===== src/rtl/clock_pkg.sv =====
// Shared time-of-day definitions used by the set-time block, the time keeper
// and the display driver.
package clock_pkg;

  localparam int HOUR_W   = 5;
  localparam int MIN_W    = 6;
  localparam int SEC_W    = 6;
  localparam int HOUR_MAX = 23;
  localparam int MIN_MAX  = 59;
  localparam int SEC_MAX  = 59;

  typedef struct packed {
    logic [HOUR_W-1:0] hours;
    logic [MIN_W-1:0]  minutes;
    logic [SEC_W-1:0]  seconds;
  } time_t;

  // True when every field of t is a legal time-of-day value.
  function automatic logic time_valid(input time_t t);
    return (t.hours   <= HOUR_W'(HOUR_MAX)) &&
           (t.minutes <= MIN_W'(MIN_MAX))   &&
           (t.seconds <= SEC_W'(SEC_MAX));
  endfunction

endpackage


===== src/rtl/mod_n_counter.sv =====
// Modulo-N counter with synchronous load; carry is high when inc arrives on
// the last value, so stages chain by feeding carry into the next inc.
module mod_n_counter #(
  parameter int N = 60,
  parameter int W = 6
) (
  input  logic         clk,
  input  logic         reset,
  input  logic         inc,
  input  logic         ld,
  input  logic [W-1:0] ld_val,
  output logic [W-1:0] q,
  output logic         carry
);

  localparam logic [W-1:0] LAST = W'(N - 1);

  assign carry = inc && (q == LAST);

  always_ff @(posedge clk) begin
    if (!reset) begin
      q <= '0;
    end else if (ld) begin
      q <= ld_val;
    end else if (inc) begin
      q <= carry ? '0 : q + W'(1);
    end
  end

endmodule


===== src/rtl/time_keeper.sv =====
// Running time-of-day core: loads H/M/S from the set-time block and advances
// once per TICKS_PER_SEC enabled clock cycles.
module time_keeper
  import clock_pkg::*;
#(
  parameter int TICKS_PER_SEC = 100_000_000
) (
  input  logic              clk,
  input  logic              reset,
  input  logic              load,
  input  logic [HOUR_W-1:0] H_IN,
  input  logic [MIN_W-1:0]  M_IN,
  input  logic [SEC_W-1:0]  S_IN,
  input  logic              run,
  output logic [HOUR_W-1:0] H_OUT,
  output logic [MIN_W-1:0]  M_OUT,
  output logic [SEC_W-1:0]  S_OUT,
  output logic              sec_tick,
  output logic              day_wrap,
  output logic              load_err
);

  localparam int PW = (TICKS_PER_SEC > 2) ? $clog2(TICKS_PER_SEC) : 1;
  localparam logic [PW-1:0] TERM = PW'(TICKS_PER_SEC - 1);

  // Set-time interface: load is a one-cycle strobe with no back-pressure; the
  // H_IN/M_IN/S_IN values are only meaningful in the cycle load is high, and
  // every strobe is answered either by a load or by a load_err pulse.
  time_t         set_val;
  time_t         cur;
  logic [PW-1:0] presc;
  logic          terminal;
  logic          accept;
  logic          reject;
  logic          advance;
  logic          s_carry;
  logic          m_carry;
  logic          h_carry;

  assign set_val  = '{hours: H_IN, minutes: M_IN, seconds: S_IN};
  assign terminal = run && (presc == TERM);
  assign accept   = load && time_valid(set_val);
  assign reject   = load && !time_valid(set_val);
  // An accepted load restarts the second, so it swallows a coincident advance.
  assign advance  = terminal && !accept;

  always_ff @(posedge clk) begin
    if (!reset) begin
      presc    <= '0;
      sec_tick <= 1'b0;
      day_wrap <= 1'b0;
      load_err <= 1'b0;
    end else begin
      if (accept) begin
        presc <= '0;
      end else if (run) begin
        presc <= terminal ? '0 : presc + PW'(1);
      end
      sec_tick <= advance;
      day_wrap <= h_carry;
      load_err <= reject;
    end
  end

  mod_n_counter #(.N(SEC_MAX + 1), .W(SEC_W)) u_sec (
    .clk    (clk),
    .reset  (reset),
    .inc    (advance),
    .ld     (accept),
    .ld_val (set_val.seconds),
    .q      (cur.seconds),
    .carry  (s_carry)
  );

  mod_n_counter #(.N(MIN_MAX + 1), .W(MIN_W)) u_min (
    .clk    (clk),
    .reset  (reset),
    .inc    (s_carry),
    .ld     (accept),
    .ld_val (set_val.minutes),
    .q      (cur.minutes),
    .carry  (m_carry)
  );

  mod_n_counter #(.N(HOUR_MAX + 1), .W(HOUR_W)) u_hour (
    .clk    (clk),
    .reset  (reset),
    .inc    (m_carry),
    .ld     (accept),
    .ld_val (set_val.hours),
    .q      (cur.hours),
    .carry  (h_carry)
  );

  assign H_OUT = cur.hours;
  assign M_OUT = cur.minutes;
  assign S_OUT = cur.seconds;

endmodule


===== config.mk =====
export PLATFORM = sky130hd
export DESIGN_NAME = time_keeper
export DESIGN_NICKNAME = d
export VERILOG_FILES = /design/src/rtl/clock_pkg.sv /design/src/rtl/mod_n_counter.sv /design/src/rtl/time_keeper.sv
export SDC_FILE = /design/constraint.sdc
export NUM_CORES = 1
export LEC_CHECK = 0
export CAP_MARGIN = 10
export CELL_PAD_IN_SITES_DETAIL_PLACEMENT = 1
export CELL_PAD_IN_SITES_GLOBAL_PLACEMENT = 1
export CORE_MARGIN = 3
export CORE_UTILIZATION = 30
export CTS_CLUSTER_DIAMETER = 100
export DETAILED_ROUTE_END_ITERATION = 10
export PLACE_DENSITY_LB_ADDON = 0.3
export SYNTH_ARGS = -nofsm -noshare
export SYNTH_HDL_FRONTEND = slang
export SYNTH_SLANG_ARGS = --single-unit
export TNS_END_PERCENT = 50

===== constraint.sdc =====
create_clock -name clk -period 4.1 [get_ports clk]
set_clock_uncertainty 0.2 [all_clocks]
set_input_delay 0.82 -clock clk [delete_from_list [all_inputs] [get_ports clk]]
set_output_delay 0.82 -clock clk [all_outputs]
set_load 0.005 [all_outputs]

==> flow_metrics.py, run 1 <==
metrics = {
    "final_layout": {
        "area_growth_pct": 26.96,
        "post_layout_nets": 350,
        "final_core_util": 0.4005,
        "antenna-diode-count": 0,
        "final_layout_size_suffix_gt1_frac": 0.04294,
    },
    "floorplanning": {
        "die_y_um": 94.03,
        "initial_core_util": 0.3154,
        "die_span_in_x_um": 94.03,
        "boundaryPins": 41,
        "floorplan.core_area_sq_um": 7370,
        "std_cell_rows": 31,
        "dieArea_sq_um": 8842,
    },
    "worst_setup_path": {
        "arrival_time_at_the_worst_endpoint_ns": 3.16,
        "crit_path_start_kind": "input port",
        "cpMaxStageDelayCell": "sky130_fd_sc_hd__nor3_1",
        "crit_path_max_fanout": 6,
        "worst_setup_path_category": "in -> reg",
        "crit_required_ns": 4.13,
        "crit_chain": "clkdlybuf4s50_1 -> and3_1 -> nand3_1 -> nor3_1 -> or3b_2 -> a31oi_1",
        "cp-end-kind": "flop",
        "worst_path_largest_cell_delay_ns": 0.62,
    },
    "synth": {
        "seq_area_frac_synth": 0.4047,
        "synth_top_area_cell": "sky130_fd_sc_hd__dfxtp_1",
        "postSynth.asyncResetShare": 0,
        "top_area_cells_in_the_synthesized_netlist": "sky130_fd_sc_hd__dfxtp_1 (40%), sky130_fd_sc_hd__nand2_1 (5.8%), sky130_fd_sc_hd__xor2_1 (5.7%)",
        "synthFlopType": "sky130_fd_sc_hd__dfxtp_1",
        "synth.most_common_cell": "sky130_fd_sc_hd__dfxtp_1",
        "post_synth_instance_area_sq_um": 2325,
        "syn_nets": 308,
        "post_synth_inst_count": 283,
        "count_of_cell_types_in_the_netlist": 42,
        "synth.ff_latch_count": 47,
        "top_cell_type_s_share_of_synthesized_area": 0.4047,
        "synthesis.yosys.warnings": 0,
        "synth_area_per_cell_sq_um": 8.215,
        "synth-edff-count": 0,
        "ys_top_cells_by_count": "sky130_fd_sc_hd__dfxtp_1 (47), sky130_fd_sc_hd__nand2_1 (36), sky130_fd_sc_hd__nor2_1 (33)",
    },
    "route": {
        "average_wire_length_per_cell_after_detail_routing_um": 14.62,
        "postRouteAntennaNets": 0,
        "drt_first_iter_violations": 64,
        "drt_drc_violations_left": 0,
        "route.final.wire_length_um": 6212,
        "detail_route.first_pass.iterations": 4,
        "routed_via_density": 5.139,
        "num_vias": 2184,
    },
    "timing": {
        "final-hold-violation-count": 0,
        "worst_pin_slew_ns": 0.8068,
        "final-max-slew-violation-count": 0,
        "final.min_clock_period_ns": 3.131,
        "max-slew-margin-rel": 0.4580,
        "setup_viol": 0,
        "rsz_0062_raised_after_global_routing": "false",
        "final_worst_path_period_share": 0.7636,
        "setup-tns-final_ns": 0,
        "maxClockFrequency_mhz": 319.4,
    },
    "global_routing": {
        "grt_pass1_wl_um": 10940,
        "grt_pass1_vias": 2205,
        "maximum_number_of_pins_on_one_net_before_global_route_repair": 26,
        "grt_usage": 0.1523,
        "antenna_found_initial": 0,
        "grt_overflow_total": 0,
    },
    "placed_design": {
        "gp_congestion": 0.8015,
        "dp_hpwl_um": 4688,
        "io_buffer_count": 40,
    },
    "cts": {
        "htree_levels": 2,
        "postcts_setup_bufs": 0,
        "clk_pin_slew_worst_paths_ns": 0.08,
        "ctsHoldBuffers": 0,
        "clock_tree_from_tritoncts": "done",
        "cts-resized-gates": 0,
        "cts-buffers-inserted": 5,
        "cts_sinks": 47,
        "cts_buffer_depth": 2,
        "clock_tree.root_cell": "sky130_fd_sc_hd__clkbuf_8",
        "clk_latency_ns": 0.30,
    },
    "power": {
        "ir_worst_vdd_uv": 111.0,
        "static-leakage-power_nw": 1.003,
        "power.density_cell_area_nw_per_um2": 318.9,
    },
    "flow_run": {
        "cap_violations": 0,
    },
    "run_status": {
        "outcome": "finished, final reports clean",
    },
    "hold_path": {
        "worstHoldPathType": "reg -> reg",
    },
}
## power breakdown
group          internal [mW]  switching, mW
logic                 0.0545         0.0408
registers              0.470         0.0178
clock network          0.198          0.161
## layout by cell type, fill, tap and decap left out, types with 3 or more instances in the layout
cell type,synthesis,layout
sky130_fd_sc_hd__dfxtp_1,47,47
sky130_fd_sc_hd__clkdlybuf4s50_1,0,40
sky130_fd_sc_hd__nand2_1,36,36
sky130_fd_sc_hd__nor2_1,33,33
sky130_fd_sc_hd__o21ai_0,21,21
sky130_fd_sc_hd__nand3_1,18,18
sky130_fd_sc_hd__xor2_1,15,15
sky130_fd_sc_hd__a21oi_1,12,12
sky130_fd_sc_hd__xnor2_1,11,11
sky130_fd_sc_hd__nor3_1,10,10
sky130_fd_sc_hd__nand4_1,9,9
sky130_fd_sc_hd__and3_1,8,8
sky130_fd_sc_hd__or3_1,7,7
sky130_fd_sc_hd__clkbuf_8,0,6
sky130_fd_sc_hd__and2_1,5,5
sky130_fd_sc_hd__and4_1,5,5
sky130_fd_sc_hd__a31oi_1,5,5
sky130_fd_sc_hd__ha_1,4,4
sky130_fd_sc_hd__nor3b_1,3,3
sky130_fd_sc_hd__nor4_1,3,3
## path summary, 6_finish.rpt
| path | to | slack, ns | start | cells past startpoint |
|---|---|---|---|---|
| setup / recovery | u_sec.q[3] | 0.97 | run | 6 |
| hold / removal | presc[1] | 0.32 | presc[1] | 2 |
| setup reg to reg | u_sec.q[3] | 1.02 | presc[13] | 5 |
| hold reg to reg | presc[1] | 0.32 | presc[1] | 2 |
## flip-flops by register name (all words and copies together), names as in the netlist
signal,cells
day_wrap,1
presc,27
u_hour.q,5
sec_tick,1
u_min.q,6
u_sec.q,6
load_err,1
## critical path, delay by kind of cell
| family | cells | cell delay [ns] |
|---|---|---|
| AND/OR/NAND/NOR | 4 | 1.58 |
| buffers and inverters | 1 | 0.57 |
| AO/OA/AOI/OAI | 1 | 0.18 |
## cell families after synthesis
family	Yosys count	synth area share
muxes	2	0.008612
xor gates and xnor gates	26	0.09796
AOI/OAI and AO/OA	45	0.1087
and+or+nand+nor	150	0.3423
buffers and inverters	9	0.01615
DFF	47	0.4047
adders and majority gates	4	0.02153
## stage by stage
| stage | cells | setup WS [ns] | cell area, sq um | hold WS (ns) | total power, mW |
|---|---|---|---|---|---|
| final | 425 | 0.9694 | 2952 | 0.3185 | 0.9414 |
| after CTS | 425 | 0.9809 | 2952 | 0.3263 | 0.9555 |
| after global routing | 425 | 0.8401 | 2952 | 0.3559 | 0.9906 |
| after global placement | 417 | 0.8084 | 2834 | 0.2867 | 0.5936 |
| after floorplan | 283 | 1.400 | 2325 | 0.2672 | 0.5323 |
| after detailed placement | 417 | 0.6731 | 2834 | 0.3127 | 0.5956 |
## cell type report
cell class,count,area (sq um)
fill,896,4418
multi-input combinational,227,1346
sequential,47,940.9
timing repair buffer,42,415.4
tap,99,123.9
clock buffer,6,82.58
clock inverter,2,35.03
inverter,2,7.507
## layer usage
layer  track usage  vias to the layer above  wire length (um)
met5             0                        -                 0
met4       0.04212                        0                55
met3       0.03365                        5               340
met2        0.2436                       40              2831
met1        0.2059                     1046              2985
li1              -                     1093                 -
(Power assumes the default switching activity.)
==> inputs of run 2 (changes only) <==
==> constraint.sdc (replaced) <==
create_clock -name clk -period 3.3 [get_ports clk]
set_clock_uncertainty 0.2 [all_clocks]
set_input_delay 0.66 -clock clk [delete_from_list [all_inputs] [get_ports clk]]
set_output_delay 0.66 -clock clk [all_outputs]
set_load 0.005 [all_outputs]
==> run 2 against run 1 <==
  * Via count is 1.3% higher
  * Worst setup slack got worse by 0.59 ns
  * Sequential share of layout area down 0.32 points
  * Global-route usage increased by 0.094 points
  * Register-to-register slack got worse by 0.64 ns
  * Total power rose by 24%
  * First-iteration DRC count grew 11%
  * Critical path type is now reg -> reg
==> flow_metrics.py, run 2 (synthesized netlist as in run 1, its figures left out) <==
metrics = {
    "run_status": {
        "outcome": "finished, final reports clean",
    },
    "floorplanning": {
        "boundaryPins": 41,
        "floorplan.core_area_sq_um": 7370,
        "initial_core_util": 0.3154,
        "dieArea_sq_um": 8842,
        "die_y_um": 94.03,
        "std_cell_rows": 31,
        "die_span_in_x_um": 94.03,
    },
    "worst_setup_path": {
        "cpLargestDelayFamily": "simple AND/OR/NAND/NOR gates",
        "arrival_time_at_the_worst_endpoint_ns": 2.93,
        "worst_setup_path_category": "reg -> reg",
        "crit_path_max_fanout": 13,
        "crit_required_ns": 3.31,
        "worst_path_largest_cell_delay_ns": 0.59,
        "cpMaxStageDelayCell": "sky130_fd_sc_hd__or3_1",
        "timing.reg2reg.worst_path_depth": 6,
        "critical_path_cell_count": 6,
        "cp-end-kind": "flop",
        "cp.buffers_inverters": 0,
        "crit_chain": "or4bb_1 -> or4_4 -> or3_1 -> nor3_1 -> nor2_1 -> o32ai_1",
        "crit_path_start_kind": "flop",
    },
    "cts": {
        "postcts_setup_bufs": 0,
        "cts-resized-gates": 0,
        "cts-buffers-inserted": 5,
        "clk_latency_ns": 0.30,
        "cts_sinks": 47,
        "ctsHoldBuffers": 0,
        "clock_tree.root_cell": "sky130_fd_sc_hd__clkbuf_8",
        "cts_buffer_depth": 2,
        "clk_pin_slew_worst_paths_ns": 0.09,
        "htree_levels": 2,
        "clock_tree_from_tritoncts": "done",
    },
    "route": {
        "detail_route.first_pass.iterations": 4,
        "average_wire_length_per_cell_after_detail_routing_um": 14.76,
        "num_vias": 2212,
        "maxUsedRoutingLayer": "met4",
        "met3RoutedLength_um": 250,
        "met1_length_um": 3027,
        "routed_via_density": 5.156,
        "drt_drc_violations_left": 0,
        "postRouteAntennaNets": 0,
        "dr_wl_met2_um": 2973,
        "route.final.wire_length_um": 6332,
        "drt_first_iter_violations": 71,
    },
    "final_layout": {
        "number_of_flip_flops_in_the_largest_register": 27,
        "final_layout_size_suffix_gt1_frac": 0.05455,
        "reg_top3": "presc x27, u_min.q x6, u_sec.q x6",
        "largest_register": "presc",
        "finalNonFillerCells": 429,
        "most_common_library_cell_in_the_layout_ignoring_fill_and_taps": "sky130_fd_sc_hd__dfxtp_1",
        "most-common-layout-cells": "sky130_fd_sc_hd__dfxtp_1 (47), sky130_fd_sc_hd__clkdlybuf4s50_1 (40), sky130_fd_sc_hd__nand2_1 (36)",
        "antenna-diode-count": 0,
        "nFillCells": 904,
        "area_growth_pct": 28.26,
        "post_layout_nets": 354,
    },
    "timing": {
        "final-max-slew-violation-count": 0,
        "final-hold-violation-count": 0,
        "setup_viol": 0,
        "max-slew-margin-rel": 0.4848,
        "rsz_0062_raised_after_global_routing": "false",
        "setup-tns-final_ns": 0,
        "worst_pin_slew_ns": 0.7669,
        "final_worst_path_period_share": 0.8836,
        "final.min_clock_period_ns": 2.916,
        "maxClockFrequency_mhz": 343.0,
        "layout_setup_ws_ns": 0.3841,
    },
    "flow_run": {
        "cap_violations": 0,
    },
    "placed_design": {
        "gp_congestion": 0.8264,
        "dp_cells": 421,
        "io_buffer_count": 40,
        "dp_hpwl_um": 4770,
        "place_worst_setup_slack_ns": 0.3081,
    },
    "global_routing": {
        "grt_pass1_vias": 2298,
        "grt_pass1_wl_um": 10980,
        "grt_usage": 0.1533,
        "grt_overflow_total": 0,
        "antenna_found_initial": 0,
        "maximum_number_of_pins_on_one_net_before_global_route_repair": 26,
    },
    "power": {
        "power.density_cell_area_nw_per_um2": 392.5,
        "ir_worst_vdd_uv": 186.1,
        "net_switching_component_of_the_power_mw": 0.2711,
        "power.share.clock": 0.377,
        "static-leakage-power_nw": 1.023,
        "power_frac_seq": 0.519,
        "report.power.total_mw": 1.170,
        "internal-power_mw": 0.8992,
        "switching_share": 0.2316,
        "p_comb_frac": 0.104,
    },
    "hold_path": {
        "worstHoldPathType": "reg -> reg",
        "hold_path_depth": 2,
    },
}
[run 2: cell count changes in the layout (fill, tap and decap cells not counted), sizes merged]
cell,before,now
buf,2,6
[run 2: worst paths after layout]
kind / startpoint / to / slack [ns]
hold reg to reg: presc[16] / presc[16] / 0.31
hold / removal: presc[16] / presc[16] / 0.31
setup / recovery: presc[26] / u_hour.q[4] / 0.38
setup reg to reg: presc[26] / u_hour.q[4] / 0.38
[run 2: final cells by class]
class | instances | area [sq um] | area share
clock buffer | 6 | 82.58 | 0.02770
clock inverter | 2 | 35.03 | 0.01175
inverter | 2 | 7.507 | 0.002518
multi-input combinational | 227 | 1346 | 0.4515
sequential | 47 | 940.9 | 0.3156
tap | 99 | 123.9 | 0.04154
timing repair buffer | 46 | 445.4 | 0.1494
[run 2: power by group through the flow]
stage               Combinational, mW  Sequential [mW]  Clock (mW)
floorplan                      0.0456            0.616           0
global placement                0.121            0.620           0
detailed placement              0.123            0.620           0
CTS                             0.124            0.607       0.460
global route                    0.135            0.611       0.481
finish                          0.122            0.607       0.441
[run 2: worst min-delay path: stages, from the launching register on]
cell and delay, ns:
sky130_fd_sc_hd__dfxtp_1 0.33, sky130_fd_sc_hd__o21ai_0 0.08, sky130_fd_sc_hd__a21oi_1 0.06
[run 2: layer usage]
metal	vias up	track usage
met2	38	0.2466
met3	6	0.03365
met5	-	0
met1	1067	0.2033
met4	0	0.04934
li1	1101	-
[run 2: stage by stage]
stage | utilization | area, sq um | hold slack [ns]
floorplan | - | 2325 | 0.2672
global placement | 0.3886 | 2864 | 0.2861
detailed placement | 0.3886 | 2864 | 0.3034
CTS | 0.4046 | 2982 | 0.3194
global route | 0.4046 | 2982 | 0.3536
finish | 0.4046 | 2982 | 0.3106
